`src/rtl/instr_fetch.sv`:
```
// ---------------------------------------------------------------------------
// instr_fetch
//
// Instruction fetch unit. Owns the fetch address, issues in-order word reads
// to instruction memory over a valid/ready request channel, and buffers the
// returned words together with their PCs in a small queue drained by decode.
// A redirect reloads the fetch address, empties the queue, and arranges for
// every response still in flight to be discarded when it arrives.
//
// Parameters
//   RESET_PC     fetch address after reset (word aligned)
//   DEPTH        queue entries == maximum outstanding requests (power of 2, >=2)
//
// Ports
//   clock        rising-edge clock
//   reset        synchronous active-high reset
//   redirect     reload fetch address from redirect_pc, flush everything
//   redirect_pc  new fetch address (bits [1:0] ignored)
//   req_valid    memory request valid
//   req_ready    memory accepts the request
//   req_addr     requested word address (current fetch PC)
//   rsp_valid    memory returns one word (no backpressure)
//   rsp_data     returned instruction word
//   out_valid    queue head valid toward decode
//   out_ready    decode accepts the head
//   out_instr    head instruction
//   out_pc       address of the head instruction
// ---------------------------------------------------------------------------
module instr_fetch #(
  parameter logic [31:0] RESET_PC = 32'h0000_0000,
  parameter int          DEPTH    = 2
) (
  input  logic        clock,
  input  logic        reset,
  input  logic        redirect,
  input  logic [31:0] redirect_pc,
  output logic        req_valid,
  input  logic        req_ready,
  output logic [31:0] req_addr,
  input  logic        rsp_valid,
  input  logic [31:0] rsp_data,
  output logic        out_valid,
  input  logic        out_ready,
  output logic [31:0] out_instr,
  output logic [31:0] out_pc
);

  localparam int AW = $clog2(DEPTH);
  localparam int CW = $clog2(DEPTH) + 1;
  localparam logic [CW:0] DEPTH_C = (CW + 1)'(DEPTH);

  // Architectural state
  logic [31:0]   fetch_pc_q, fetch_pc_d;
  logic [CW-1:0] count_q, count_d;
  logic [CW-1:0] outst_q, outst_d;
  logic [CW-1:0] drop_q, drop_d;

  // Pending-address FIFO: PCs of accepted requests, in memory order
  logic [31:0]   pend_addr_q [DEPTH];
  logic [AW-1:0] pend_wr_q, pend_wr_d;
  logic [AW-1:0] pend_rd_q, pend_rd_d;

  // Instruction queue toward decode
  logic [31:0]   q_pc_q    [DEPTH];
  logic [31:0]   q_instr_q [DEPTH];
  logic [AW-1:0] q_wr_q, q_wr_d;
  logic [AW-1:0] q_rd_q, q_rd_d;

  logic [CW:0]   credits_used;
  logic          req_fire;
  logic          q_push;
  logic          q_pop;
  logic [31:0]   pend_head;

  // Credits count buffered entries plus in-flight requests. A pop in the
  // current cycle is deliberately not credited back until the next cycle so
  // that req_valid has no combinational path from out_ready.
  assign credits_used = {1'b0, count_q} + {1'b0, outst_q};

  // reset is folded in so the request channel is quiet while reset is held,
  // whatever the counters held before it.
  assign req_valid = !reset && !redirect && (credits_used < DEPTH_C);
  assign req_addr  = fetch_pc_q;
  assign req_fire  = req_valid && req_ready;

  assign out_valid = (count_q != '0);
  assign out_pc    = q_pc_q[q_rd_q];
  assign out_instr = q_instr_q[q_rd_q];

  // A redirect voids both the head and any arriving word.
  assign q_pop     = out_valid && out_ready && !redirect;
  assign q_push    = rsp_valid && (drop_q == '0) && !redirect;
  assign pend_head = pend_addr_q[pend_rd_q];

  always_comb begin
    fetch_pc_d = fetch_pc_q;
    count_d    = count_q;
    outst_d    = outst_q;
    drop_d     = drop_q;
    pend_wr_d  = pend_wr_q;
    pend_rd_d  = pend_rd_q;
    q_wr_d     = q_wr_q;
    q_rd_d     = q_rd_q;

    // The pending FIFO and outstanding count track the memory, which is
    // never flushed: every accepted request yields exactly one response.
    if (req_fire) begin
      pend_wr_d = pend_wr_q + AW'(1);
    end
    if (rsp_valid) begin
      pend_rd_d = pend_rd_q + AW'(1);
    end
    outst_d = outst_q + CW'(req_fire) - CW'(rsp_valid);

    if (redirect) begin
      fetch_pc_d = redirect_pc & 32'hFFFF_FFFC;
      count_d    = '0;
      q_wr_d     = '0;
      q_rd_d     = '0;
      // Everything still in flight after this cycle is stale.
      drop_d     = outst_q - CW'(rsp_valid);
    end else begin
      if (req_fire) begin
        fetch_pc_d = fetch_pc_q + 32'd4;
      end
      if (rsp_valid && (drop_q != '0)) begin
        drop_d = drop_q - CW'(1);
      end
      if (q_push) begin
        q_wr_d = q_wr_q + AW'(1);
      end
      if (q_pop) begin
        q_rd_d = q_rd_q + AW'(1);
      end
      count_d = count_q + CW'(q_push) - CW'(q_pop);
    end
  end

  always_ff @(posedge clock) begin
    if (reset) begin
      fetch_pc_q <= RESET_PC;
      count_q    <= '0;
      outst_q    <= '0;
      drop_q     <= '0;
      pend_wr_q  <= '0;
      pend_rd_q  <= '0;
      q_wr_q     <= '0;
      q_rd_q     <= '0;
    end else begin
      fetch_pc_q <= fetch_pc_d;
      count_q    <= count_d;
      outst_q    <= outst_d;
      drop_q     <= drop_d;
      pend_wr_q  <= pend_wr_d;
      pend_rd_q  <= pend_rd_d;
      q_wr_q     <= q_wr_d;
      q_rd_q     <= q_rd_d;
    end
  end

  // Storage is cleared on reset so out_pc/out_instr read as zero afterwards.
  always_ff @(posedge clock) begin
    if (reset) begin
      for (int i = 0; i < DEPTH; i++) begin
        pend_addr_q[i] <= '0;
        q_pc_q[i]      <= '0;
        q_instr_q[i]   <= '0;
      end
    end else begin
      if (req_fire) begin
        pend_addr_q[pend_wr_q] <= fetch_pc_q;
      end
      if (q_push) begin
        q_pc_q[q_wr_q]    <= pend_head;
        q_instr_q[q_wr_q] <= rsp_data;
      end
    end
  end

endmodule
```
`config.mk`:
```
export PLATFORM = sky130hd
export DESIGN_NAME = instr_fetch
export DESIGN_NICKNAME = d
export VERILOG_FILES = /design/src/rtl/instr_fetch.sv
export SDC_FILE = /design/constraint.sdc
export NUM_CORES = 1
export LEC_CHECK = 0
export ABC_CLOCK_PERIOD_IN_PS = 6600
export BUFFER_PORTS_ARGS = -buffer_cell sky130_fd_sc_hd__buf_2
export CAP_MARGIN = 20
export CORE_MARGIN = 2
export CORE_UTILIZATION = 56
export DETAILED_ROUTE_END_ITERATION = 10
export GPL_TIMING_DRIVEN = 0
export HOLD_SLACK_MARGIN = 0.06
export PLACE_DENSITY = 0.87
export SLEW_MARGIN = 20
export SYNTH_ARGS = -nofsm -noshare
export SYNTH_HDL_FRONTEND = slang
export SYNTH_SLANG_ARGS = --single-unit
export TNS_END_PERCENT = 5
```
`constraint.sdc`:
```
create_clock -name clock -period 6.6 [get_ports clock]
set_input_delay 1.32 -clock clock [delete_from_list [all_inputs] [get_ports clock]]
set_output_delay 1.32 -clock clock [all_outputs]
set_load 0.05 [all_outputs]
```
**Word level (Yosys, flattened, before mapping)**

Memory sizes are Yosys's and may differ from the RTL's. A register that Yosys moved wholly into a read port is not among the register bits.
Cells that the tools add are included.

- Bits in registers: 42
- RAM bits: 192
- Input port bits: 70
- Output and inout port bits: 98
- Logic and storage cells: 71
- Memories kept: 3

- Add/subtract/negate cells: 12
- Order comparisons: 1
- Muxes and demuxes: 27
- Reductions and logical operators: 19

Memories:

| memory | depth | width | rd ports | clocked after memory_dff | wr ports | line | RTL |
|---|---|---|---|---|---|---|---|
| pend_addr_q | 2 | 32 | 1 | 1 | 2 | 59 | `logic [31:0] pend_addr_q [DEPTH];` |
| q_instr_q | 2 | 32 | 1 | 1 | 2 | 65 | `logic [31:0] q_instr_q [DEPTH];` |
| q_pc_q | 2 | 32 | 1 | 1 | 2 | 64 | `logic [31:0] q_pc_q [DEPTH];` |

Operators with widths:

| kind | count |
|---|---|
| 32-bit two-way mux | 5 |
| 32-bit OR reduction | 3 |
| 32-bit by 3-bit adder with 32-bit output (second input constant) | 1 |
| 1-bit two-way mux | 20 |
| 1-bit logical AND | 8 |
| 2-bit nonzero test | 4 |
| 2-bit by 1-bit subtractor with 2-bit output | 3 |
| 1-bit adder (second input constant) | 4 |
| 2-bit by 1-bit adder with 2-bit output | 2 |
| 2-bit two-way mux | 2 |
| 2-bit by 2-bit adder with 3-bit output | 1 |
| 3-bit by 2-bit less-than comparator with 1-bit output (second input constant) | 1 |
| 1-bit zero test | 2 |
| 2-bit zero test | 1 |
| 2-bit OR reduction | 1 |
| 2-bit by 1-bit subtractor with 2-bit output (second input constant) | 1 |

**Longest topological paths before layout**

- Depth after elaboration: 9
- Mapped depth: 11
- Gate-level depth less buffers: 10

**Worst setup path after synthesis**

Ideal clock, no wire load.

- Kind: input-to-reg
- From: input redirect
- To: memory q_instr_q[0][0], enable pin
- Library setup time: 0.495 ns
- Arrival: 4.619 ns
- Required time: 6.105 ns
- Setup slack: 1.486 ns
- Stages on the path: 3
- Buffers on the path: 2
- Path through: clkbuf_1 clkbuf_1 o21bai_1

RTL lines:

| what | line | RTL |
|---|---|---|
| start, declared | 35 | `input logic redirect,` |
| end, declared | 65 |  |

**Final worst setup path**

- From: input redirect
- To: output req_valid

- Cells in the longest elaborated chain, start to end: 3

RTL lines:

| what | line | RTL |
|---|---|---|
| 1-bit zero test | 82 | `assign req_valid = !reset && !redirect && (credits_used < DEPTH_C);` |
| 1-bit logical AND (2 in a row) | 82 |  |
| end, declared | 37 | `output logic req_valid,` |

Every way passes these cells.

==> results.md <==
* Outcome: completed
* Hold slack final at 0.4763 ns
* Layout cells sized above 1 at 29.05%
* Final period util at 59.93%
* Clock tree buffer depth at 3
* Asr flop ratio synth at 0%
* Placed cell area at 0.01129 mm^2
* CTS tree: yes
* CTS clk-pin slew, worst paths at 0.06 ns
* Worst Tran Pin Value at 0.8717 ns
* Yosys cell types at 48
* Fin util at 67.64%
* GRT Resource Usage Total at 22.76%
* Worst Setup Path Type: primary input to output pin
* WL/cell at 18.06 um
* Detailed Routing Iterations Pass 1 at 5
* Pin count of the biggest net entering global routing at 52
* CP max FO at 10
* Nets at 1050
* Path depth of the worst reg2reg path at 9
* Chip height at 138.1 um
* Syn Inst Count at 781
* Max VDD drop at 0.0001956 V
* Design area at 0.01203 mm^2
* Worst min path class: flip-flop to flip-flop
* Vias in the first global route at 6669
* Via count at 6740
* Top-Level Pins at 168
* Sw frac at 26.30%
* Placed instance count at 1176
* RSZ-0062 raised after global routing: no
* Most common cell after layout, fill and taps aside: edfxtp_1
* Antenna violations before repair at 0
* Sink Count at 226
* Root Buffer: clkbuf_16
* Rel. slew slack at 41.76%
* Post-Syn Area at 0.01007 mm^2
* Mean Syn Cell Area at 12.89 um^2
* Non-Filler Instances at 1217
* Fmax at 252.8 MHz
* Seq. cell area at 0.006366 mm^2
* Post-DP HPWL at 15150 um
* Hold buffer count at CTS at 0
* Reg-to-Reg End: pend_addr_q[0][30]$_SDFFCE_PN0P_
* First-pass GRT wire length at 35020 um
* PostCTS Resize Cnt at 0
* CP arrival at 2.64 ns
* EDFF count, synth at 184
* ANT nets after route at 0
* Die area at 0.01907 mm^2
* Critical Path Source Type: primary input
* Via/cell ratio at 5.538
* Port Buffers at 159
* Clock latency on the worst-skew pair at 0.50 ns
* Final Hold Viols at 0
* Final GP Congestion at 0.8417
* Die X at 138.1 um
* Synth top area cells: edfxtp_1 (55%), dfxtp_1 (8.3%), mux2_2 (6.9%)
* Leak pwr at 4.902 nW
* Clock Power Share at 37.1%
* Remaining DRCs at 0
* Commonest cells after routing, fill and taps aside: edfxtp_1 (184), buf_2 (159), nor2_1 (104)
* R2R Path Start: outst_q[0]$_SDFF_PP0_
* Synth Register Bits at 226
* Worst Hold End: q_wr_q$_SDFFE_PP0P_
* Num CTS Buffers at 23
* Most used flip-flop cell after synthesis: edfxtp_1
* Final Setup Violations at 0
* Max-Cap Viols at 0
* Area growth syn-to-layout at 19.42%
* CP Capture Type: output pin
* Internal power at 2.515 mW
* Row count at 49
* R2R Setup Slk at 3.00 ns
* Min-delay src: q_wr_q$_SDFFE_PP0P_
* Switch Pwr at 897.4 uW
* Tot Pwr at 3.412 mW
* Fill count at 1268
* Register area share after synthesis at 63.21%
* Slew Viols, Final at 0
* Placeable Area at 0.01778 mm^2
* H-tree depth at 1
* Final worst path period need at 3.956 ns
* GRT Residual Overflow at 0
* Initial Util at 56.64%
* Logic gate share of total power at 13.8%
* Synth area leader: edfxtp_1
* DRC marker count from the first detailed-route iteration at 435
* WHS Path Cells at 2
* WP data required at 5.28 ns
* Routed WL at 21980 um
* Cell Pwr Density at 283.7 mW/mm^2
* Antenna Diode Count at 0
* Sequential Power Share at 49.1%
* Multi-input logic area at 0.003438 mm^2
* Number of post-CTS setup repair buffers at 0
* Clock skew at 0.009011 ns
* Synthesis warning total at 0
* Top-area cell type share of the netlist area at 54.86%
-- routing by layer --
| metal | track usage [%] | up-vias | share of wire (%) |
|---|---|---|---|
| met2 | 37.88 | 303 | 49 |
| met5 | 0 | - | 0 |
| met1 | 30.72 | 3224 | 41 |
| li1 | - | 3173 | - |
| met4 | 7.250 | 0 | 2.2 |
| met3 | 4.122 | 40 | 7.9 |
-- logic make-up (layout without fill, tap and decap cells) --
kind of cell | after synthesis | after routing | share of synthesized area (%)
buf+inv | 62 | 266 | 2.957
fa+ha+maj | 8 | 8 | 1.068
compound gates | 41 | 41 | 2.808
flops | 226 | 226 | 63.21
simple gates | 315 | 315 | 16.85
other cells | 1 | 4 | 0.03724
mux | 94 | 94 | 10.11
xor+xnor | 34 | 34 | 2.957
-- state kept, by name (all words and copies together) (netlist names), named ones only --
name and count:
req_addr 30, pend_wr_q 1, pend_addr_q 60, drop_q 2, outst_q 2, q_instr_q 64
count_q 2, q_pc_q 60, q_rd_q 1, q_wr_q 1, pend_rd_q 1
-- area by class of cell --
type                            instances  share of cell area (%)
Sequential cell                       226                   52.93
Clock inverter                          8                  0.8219
Clock buffer                           33                   5.264
Inverter                                9                  0.2809
Timing Repair Buffer                  163                   7.532
Tap cell                              229                   2.382
Multi-Input combinational cell        496                   28.59
Buffer                                 53                   2.195
-- metrics by stage --
stage,setup slack [ns],TNS [ns]
floorplan,1.486,0
global placement,-0.2518,-15.42
detailed placement,2.514,0
CTS,2.659,0
global route,2.538,0
finish,2.644,0
-- cells in the mapped netlist (all sizes together), types with 2 or more instances --
cell,n
nor3,12
xor2,18
nand4,13
or2,3
mux2i,32
nor4,6
and2,95
a21oi,9
dfxtp,42
edfxtp,184
and3,39
a211oi,22
nand2b,2
nor2,105
inv,9
a311oi,2
clkbuf,40
or3,5
o22ai,2
nand3,12
nand2,19
mux2,62
ha,7
o21ai,3
buf,12
xnor2,16
-- critical path, stage by stage --
cell,delay (ns)
clkbuf_1,0.33
or2_1,0.24
clkbuf_1,0.43
nor3_1,0.08
buf_2,0.23
-- power by group through the flow --
stage / combinational [mW] / clock (mW) / sequential, mW
2_1_floorplan: 0.296 / 0 / 1.73
3_3_place_gp: 0.446 / 0 / 1.71
3_5_place_dp: 0.467 / 0 / 1.70
4_1_cts: 0.472 / 1.27 / 1.67
5_1_grt: 0.501 / 1.33 / 1.68
6_report: 0.471 / 1.27 / 1.68
-- worst max-delay path by stage --
stage	end	from	slack (ns)	depth (start not counted)
6_report	req_valid	redirect	2.64	5
5_1_grt	req_valid	redirect	2.54	5
4_1_cts	req_valid	redirect	2.66	5
3_5_place_dp	pend_addr_q[1][14]$_SDFFCE_PN0P_	req_ready	2.51	6
3_3_place_gp	q_instr_q[0][13]$_SDFFCE_PN0P_	redirect	-0.25	3
2_1_floorplan	q_instr_q[0][0]$_SDFFCE_PN0P_	redirect	1.49	3
No activity file was read; power rests on OpenSTA's default activity.
